### src/rtl/sd_conv_sequencer.sv
// Sigma-delta decimation sequencer: selects the input mux, waits for settling, clears the
// decimator, drops filter-settling words, averages a block of words and hands out one result per channel.
module sd_conv_sequencer #(
    parameter int              NCH        = 4,
    parameter int              CH_W       = 2,
    parameter int              DW         = 33,
    parameter int              SETTLE_CYC = 16,
    parameter int              DISCARD    = 2,
    parameter int              AVG_LOG2   = 2,
    parameter logic [DW-1:0]   OVR_THRESH = 33'h1_FFFF_FF00
) (
    input  logic              clk,
    input  logic              reset,
    input  logic              start,
    input  logic              continuous,
    input  logic [NCH-1:0]    ch_mask,
    input  logic              abort,
    input  logic              dec_valid,
    input  logic [DW-1:0]     dec_data,
    output logic [CH_W-1:0]   mux_sel,
    output logic              dec_clear,
    output logic              busy,
    output logic [DW-1:0]     res_data,
    output logic [CH_W-1:0]   res_ch,
    output logic              res_ovr,
    output logic              res_valid,
    input  logic              res_ready,
    output logic              err_mask
);

    localparam int AVG_N  = 1 << AVG_LOG2;
    localparam int WC_MAX = (DISCARD > AVG_N) ? DISCARD : AVG_N;
    localparam int WC_W   = $clog2(WC_MAX + 1);
    localparam int ST_W   = (SETTLE_CYC > 1) ? $clog2(SETTLE_CYC) : 1;
    localparam int AW     = DW + AVG_LOG2;

    typedef enum logic [2:0] {
        S_IDLE, S_SWITCH, S_CLEAR, S_FLUSH, S_ACCUM, S_OUTPUT
    } state_t;

    state_t            r_state, w_next;
    logic [NCH-1:0]    r_mask;
    logic              r_cont;
    logic [CH_W-1:0]   r_mux;
    logic [ST_W-1:0]   r_settle_cnt;
    logic [WC_W-1:0]   r_word_cnt;
    logic [AW-1:0]     r_acc;
    logic              r_ovr;
    logic [DW-1:0]     r_res_data;
    logic [CH_W-1:0]   r_res_ch;
    logic              r_res_ovr;
    logic              r_res_valid;
    logic              r_err_mask;

    logic [WC_W-1:0]   w_wc_inc;
    logic [AW-1:0]     w_acc_sum;
    logic              w_ovr_any;
    logic              w_abort;
    logic              w_nxt_wrap;
    logic [CH_W-1:0]   w_nxt_ch;
    logic              w_scan_done;

    function automatic logic [DW-1:0] avg_trunc(input logic [AW-1:0] sum);
        logic [AW-1:0] sh;
        sh = sum >> AVG_LOG2;
        return sh[DW-1:0];
    endfunction

    function automatic logic [CH_W-1:0] first_set(input logic [NCH-1:0] m);
        logic [CH_W-1:0] idx;
        idx = '0;
        for (int i = NCH - 1; i >= 0; i--) begin
            if (m[i]) idx = CH_W'(i);
        end
        return idx;
    endfunction

    // MSB of the return value flags a wrap: no set bit above cur, so the lowest one is taken.
    function automatic logic [CH_W:0] next_set(input logic [NCH-1:0] m, input logic [CH_W-1:0] cur);
        logic            found;
        logic [CH_W-1:0] idx;
        found = 1'b0;
        idx   = first_set(m);
        for (int i = NCH - 1; i >= 0; i--) begin
            if (m[i] && (CH_W'(i) > cur)) begin
                idx   = CH_W'(i);
                found = 1'b1;
            end
        end
        return {~found, idx};
    endfunction

    assign w_wc_inc    = r_word_cnt + 1'b1;
    assign w_acc_sum   = r_acc + AW'(dec_data);
    assign w_ovr_any   = r_ovr | (dec_data >= OVR_THRESH);
    assign w_abort     = abort && (r_state != S_IDLE);
    assign {w_nxt_wrap, w_nxt_ch} = next_set(r_mask, r_mux);
    assign w_scan_done = w_nxt_wrap && !r_cont;

    always_ff @(posedge clk or negedge reset) begin
        if (!reset) r_state <= S_IDLE;
        else        r_state <= w_next;
    end

    always_comb begin
        w_next = r_state;
        case (r_state)
            S_IDLE:   if (start && (ch_mask != '0)) w_next = S_SWITCH;
            S_SWITCH: if (r_settle_cnt == ST_W'(SETTLE_CYC - 1)) w_next = S_CLEAR;
            S_CLEAR:  w_next = (DISCARD > 0) ? S_FLUSH : S_ACCUM;
            S_FLUSH:  if (dec_valid && (w_wc_inc == WC_W'(DISCARD))) w_next = S_ACCUM;
            S_ACCUM:  if (dec_valid && (w_wc_inc == WC_W'(AVG_N))) w_next = S_OUTPUT;
            S_OUTPUT: if (r_res_valid && res_ready) w_next = w_scan_done ? S_IDLE : S_SWITCH;
            default:  w_next = S_IDLE;
        endcase
        if (w_abort) w_next = S_IDLE;
    end

    always_ff @(posedge clk or negedge reset) begin
        if (!reset) begin
            r_mask       <= '0;
            r_cont       <= 1'b0;
            r_mux        <= '0;
            r_settle_cnt <= '0;
            r_word_cnt   <= '0;
            r_acc        <= '0;
            r_ovr        <= 1'b0;
            r_res_data   <= '0;
            r_res_ch     <= '0;
            r_res_ovr    <= 1'b0;
            r_res_valid  <= 1'b0;
            r_err_mask   <= 1'b0;
        end else begin
            r_err_mask   <= 1'b0;
            r_settle_cnt <= (r_state == S_SWITCH) ? r_settle_cnt + 1'b1 : '0;
            // abort wins over handshake and strobes; mux_sel is left where it was
            if (w_abort) begin
                r_res_valid <= 1'b0;
            end else begin
                case (r_state)
                    S_IDLE: begin
                        if (start && (ch_mask != '0)) begin
                            r_mask <= ch_mask;
                            r_cont <= continuous;
                            r_mux  <= first_set(ch_mask);
                        end else if (start) begin
                            r_err_mask <= 1'b1;
                        end
                    end
                    S_CLEAR: begin
                        r_word_cnt <= '0;
                        r_acc      <= '0;
                        r_ovr      <= 1'b0;
                    end
                    S_FLUSH: begin
                        if (dec_valid)
                            r_word_cnt <= (w_wc_inc == WC_W'(DISCARD)) ? '0 : w_wc_inc;
                    end
                    S_ACCUM: begin
                        if (dec_valid) begin
                            r_acc      <= w_acc_sum;
                            r_ovr      <= w_ovr_any;
                            r_word_cnt <= w_wc_inc;
                            if (w_wc_inc == WC_W'(AVG_N)) begin
                                r_res_data  <= avg_trunc(w_acc_sum);
                                r_res_ch    <= r_mux;
                                r_res_ovr   <= w_ovr_any;
                                r_res_valid <= 1'b1;
                            end
                        end
                    end
                    S_OUTPUT: begin
                        if (r_res_valid && res_ready) begin
                            r_res_valid <= 1'b0;
                            if (!w_scan_done) r_mux <= w_nxt_ch;
                        end
                    end
                    default: ;
                endcase
            end
        end
    end

    assign mux_sel   = r_mux;
    assign dec_clear = (r_state == S_CLEAR);
    assign busy      = (r_state != S_IDLE);
    assign res_data  = r_res_data;
    assign res_ch    = r_res_ch;
    assign res_ovr   = r_res_ovr;
    assign res_valid = r_res_valid;
    assign err_mask  = r_err_mask;

endmodule

### config.mk
export PLATFORM = sky130hd
export DESIGN_NAME = sd_conv_sequencer
export DESIGN_NICKNAME = d
export VERILOG_FILES = /design/src/rtl/sd_conv_sequencer.sv
export SDC_FILE = /design/constraint.sdc
export NUM_CORES = 1
export LEC_CHECK = 0
export CAP_MARGIN = 20
export CORE_MARGIN = 5
export CORE_UTILIZATION = 35
export DETAILED_ROUTE_END_ITERATION = 7
export GPL_TIMING_DRIVEN = 0
export HOLD_SLACK_MARGIN = 0.03
export PLACE_DENSITY = 0.66
export SLEW_MARGIN = 20
export SYNTH_ARGS = -nofsm -noshare
export SYNTH_HDL_FRONTEND = slang
export SYNTH_SLANG_ARGS = --single-unit
### constraint.sdc
create_clock -name clk -period 3.8 [get_ports clk]
set_clock_uncertainty 0.2 [all_clocks]
set_input_delay 0.38 -clock clk [delete_from_list [all_inputs] [get_ports clk]]
set_output_delay 0.38 -clock clk [all_outputs]
set_load 0.02 [all_outputs]
==> results_dict.tcl <==
set metrics [dict create \
    p_leak_nw 3.20 \
    final_layout_size_suffix_gt1_frac 0.108 \
    core-area_mm2 0.0157 \
    synth_area_leader_cell "dfrtp_1" \
    seqCellArea_mm2 0.00228 \
    ys_ff_latch 91 \
    synth_area_per_cell_um2 9.84 \
    start_util 0.354 \
    crit_path_start_kind "primary input" \
    cts-htree-levels 3 \
    power.switching_mw 1.10 \
    power.density_mw_per_mm2 439 \
    yosysSeqAreaShare 0.409 \
    hold_path_class "in2reg" \
    grt_pass1_vias 4908 \
    end_kind "register" \
    cts_made_buffers 9 \
    synth_flop_cell "dfrtp_1" \
    slew_violations 0 \
    ios 86 \
    p_total_mw 3.07 \
    nets 744 \
    timing.setup.tns_ns 0 \
    p_sw_frac 0.357 \
    post-route-period-util 0.951 \
    p_int_mw 1.97 \
    required_ns 3.83 \
    ys.warnings.count 0 \
    cts_root_buf "clkbuf_16" \
    die_w_um 136 \
    via_count 4711 \
    rsz0062_at_grt "no" \
    period_minus_slack_ns 3.61 \
    fmax_mhz 277 \
    die_h_um 136 \
    rows 46 \
    worstSetupPathType "in2reg" \
    max_slew_margin 0.441 \
    drt_iter0_markers 328 \
    status "complete, no violations" \
    finalWeightedCongestion 0.934 \
    fin_area_mm2 0.00700 \
    globalRoute.totalOverflow 0 \
    drc_errors 0 \
    p_clk_frac 0.278 \
    firstDrtPassIters 5 \
    clock_path_buffers 2 \
    multi_input_area_mm2 0.00315 \
    setup_viol 0 \
    p_seq_frac 0.384 \
    clkSlewWorstSetupHoldPaths_ns 0.07 \
    cts_setup_buffers 0 \
    synthTopCellsByArea "dfrtp_1 (41%), ha_1 (8.3%), mux2_2 (5.3%)" \
    syn-num-nets 647 \
    worstSkewPairLatency_ns 0.35 \
    grt_start_max_net_pins 59 \
    syn2layout_area_growth_pct 25.8 \
    die_area_mm2 0.0185 \
    worst_pin_slew_ns 0.832 \
    grt_usage 0.168 \
    synth_edf_count 0 \
    cts.sinks 91 \
    ys_async_sr_fraction 1.00 \
    io_buffers 84 \
    fill_cells 1490 \
    detail-route-antenna-nets 0 \
    dp_hpwl_mm 11.5 \
    ys_types 65 \
    via_per_inst 5.34 \
    arrival_ns 3.64 \
    drt-total-wl_mm 14.9 \
    n_antenna_cell 0 \
    cp_max_fo 5 \
    combPwrFrac 0.338 \
    ir_drop_mv 0.302 \
    cap_violations 0 \
    placed_area_mm2 0.00670 \
    synthesis.area_mm2 0.00556 \
    whs_ns 0.249 \
    grt_pass1_wl_mm 24.9 \
    cts_tree "done" \
    synth_top_area_share 0.409 \
    avgRoutedWirePerCell_um 16.9 \
    postSynthCellCount 565 \
    hold_viol_final 0 \
    antenna_found_initial 0 \
]
-- cell type report --
type,instances,area share
Timing Repair Buffer,86,0.126
Clock inverter,6,0.00572
Tap cell,216,0.0386
Inverter,10,0.00536
Buffer,23,0.0150
Clock buffer,10,0.0342
Sequential cell,91,0.325
Multi-Input combinational cell,441,0.450
-- Yosys cell counts (all sizes together), types with 5 or more instances --
master and instances:
nor2 33, xor2 15, clkbuf 18, o21ai 38, inv 10, nor2b 5, a21oi 42, nand4 10
nand3 17, ha 37, xnor2 21, o31ai 9, a21o 18, dfrtp 91, buf 5, nand2 65
nor3 9, and3 6, a31oi 9, mux2 27, a22o 24
-- metrics by stage --
stage	setup WS, ns	utilization	instances
6_report	0.185	0.445	883
5_1_grt	0.0212	0.445	883
4_1_cts	0.0760	0.445	883
3_5_place_dp	-0.272	0.427	866
3_3_place_gp	-1.30	0.425	865
2_1_floorplan	0.547	-	565
-- power by group through the flow --
| stage | combinational, mW | clock [mW] | sequential (mW) |
|---|---|---|---|
| global route | 1.16 | 0.912 | 1.20 |
| detailed placement | 1.02 | 0 | 1.20 |
| global placement | 0.996 | 0 | 1.19 |
| floorplan | 0.705 | 0 | 1.19 |
| finish | 1.04 | 0.853 | 1.18 |
| CTS | 1.03 | 0.872 | 1.18 |
-- kinds of logic after synthesis --
logic type,synth area share
xor gates and xnor gates,0.0567
DFF,0.409
muxes,0.0571
adders and majority gates,0.0886
buffers and inverters,0.0256
AOI/OAI and AO/OA,0.222
and+or+nand+nor,0.141
-- timing repair --
item,4_1_cts,5_1_grt
hold buffers,1,0
resized for setup,0,1
hold endpoints to repair,33,0
setup endpoints to repair,0,6
-- path summary, 6_finish.rpt --
check                                start              end  slack, ns  cells after the start
max in group asynchronous            reset        r_acc[31]       2.52                      3
setup / recovery               dec_data[0]        r_acc[34]       0.19                     12
min in group asynchronous            reset         r_acc[8]       0.28                      2
setup reg to reg                  r_acc[0]        r_acc[34]       0.30                     11
hold / removal                       abort        res_valid       0.25                      2
hold reg to reg            r_settle_cnt[0]  r_settle_cnt[0]       0.27                      1
-- worst max-delay path, cell delays in order --
cell	delay, ns
clkdlybuf4s50_1	0.43
ha_1	0.24
fa_1	0.44
a211oi_2	0.25
o21bai_1	0.16
o2111ai_2	0.29
a211oi_2	0.15
a2111oi_4	0.47
o21ai_4	0.16
a2111oi_4	0.41
or4b_1	0.19
nand3_1	0.07
-- flip-flops by register name, summed over array words and instances, names as in the netlist --
register / count
r_word_cnt: 3
r_settle_cnt: 4
err_mask: 1
r_ovr: 1
r_cont: 1
res_ch: 2
r_state: 3
r_acc: 35
res_data: 33
res_valid: 1
r_mask: 4
res_ovr: 1
mux_sel: 2
-- per-layer routing --
layer,GRT usage,vias to the layer above,part of all wire
li1,-,2278,-
met2,0.277,123,0.48
met4,0.0437,0,0.014
met5,0,-,0
met1,0.225,2293,0.46
met3,0.0370,17,0.047
-- layout by cell type, fill, tap and decap left out, types with 2 or more instances in the layout --
| cell | synthesis | routed |
|---|---|---|
| o21bai_1 | 4 | 4 |
| a2111oi_4 | 2 | 2 |
| o21ai_0 | 36 | 36 |
| clkbuf_1 | 18 | 18 |
| xnor2_1 | 21 | 21 |
| inv_1 | 10 | 10 |
| nand2_1 | 65 | 65 |
| dfrtp_1 | 91 | 91 |
| o211ai_1 | 4 | 4 |
| buf_2 | 3 | 3 |
| nand4_1 | 10 | 10 |
| and2_1 | 3 | 3 |
| or4_1 | 2 | 2 |
| nor3b_1 | 2 | 2 |
| a22oi_1 | 2 | 2 |
| nor4_1 | 2 | 2 |
| a211oi_2 | 3 | 3 |
| a31oi_1 | 9 | 9 |
| a22o_1 | 24 | 24 |
| mux2_2 | 26 | 26 |
| clkbuf_16 | 0 | 9 |
| clkinv_2 | 0 | 3 |
| a21o_2 | 3 | 3 |
| and3_1 | 5 | 5 |
| nor2_1 | 32 | 32 |
| nand2b_1 | 3 | 3 |
| a21o_1 | 15 | 15 |
| buf_6 | 2 | 3 |
| o22ai_1 | 2 | 2 |
| nand3_1 | 17 | 17 |
| clkdlybuf4s50_1 | 0 | 83 |
| nor3_1 | 8 | 8 |
| nor2b_1 | 5 | 5 |
| xor2_1 | 15 | 15 |
| a21oi_1 | 42 | 42 |
| o21a_1 | 2 | 2 |
| o31ai_1 | 9 | 9 |
| ha_1 | 37 | 37 |
(Power assumes the default switching activity.)
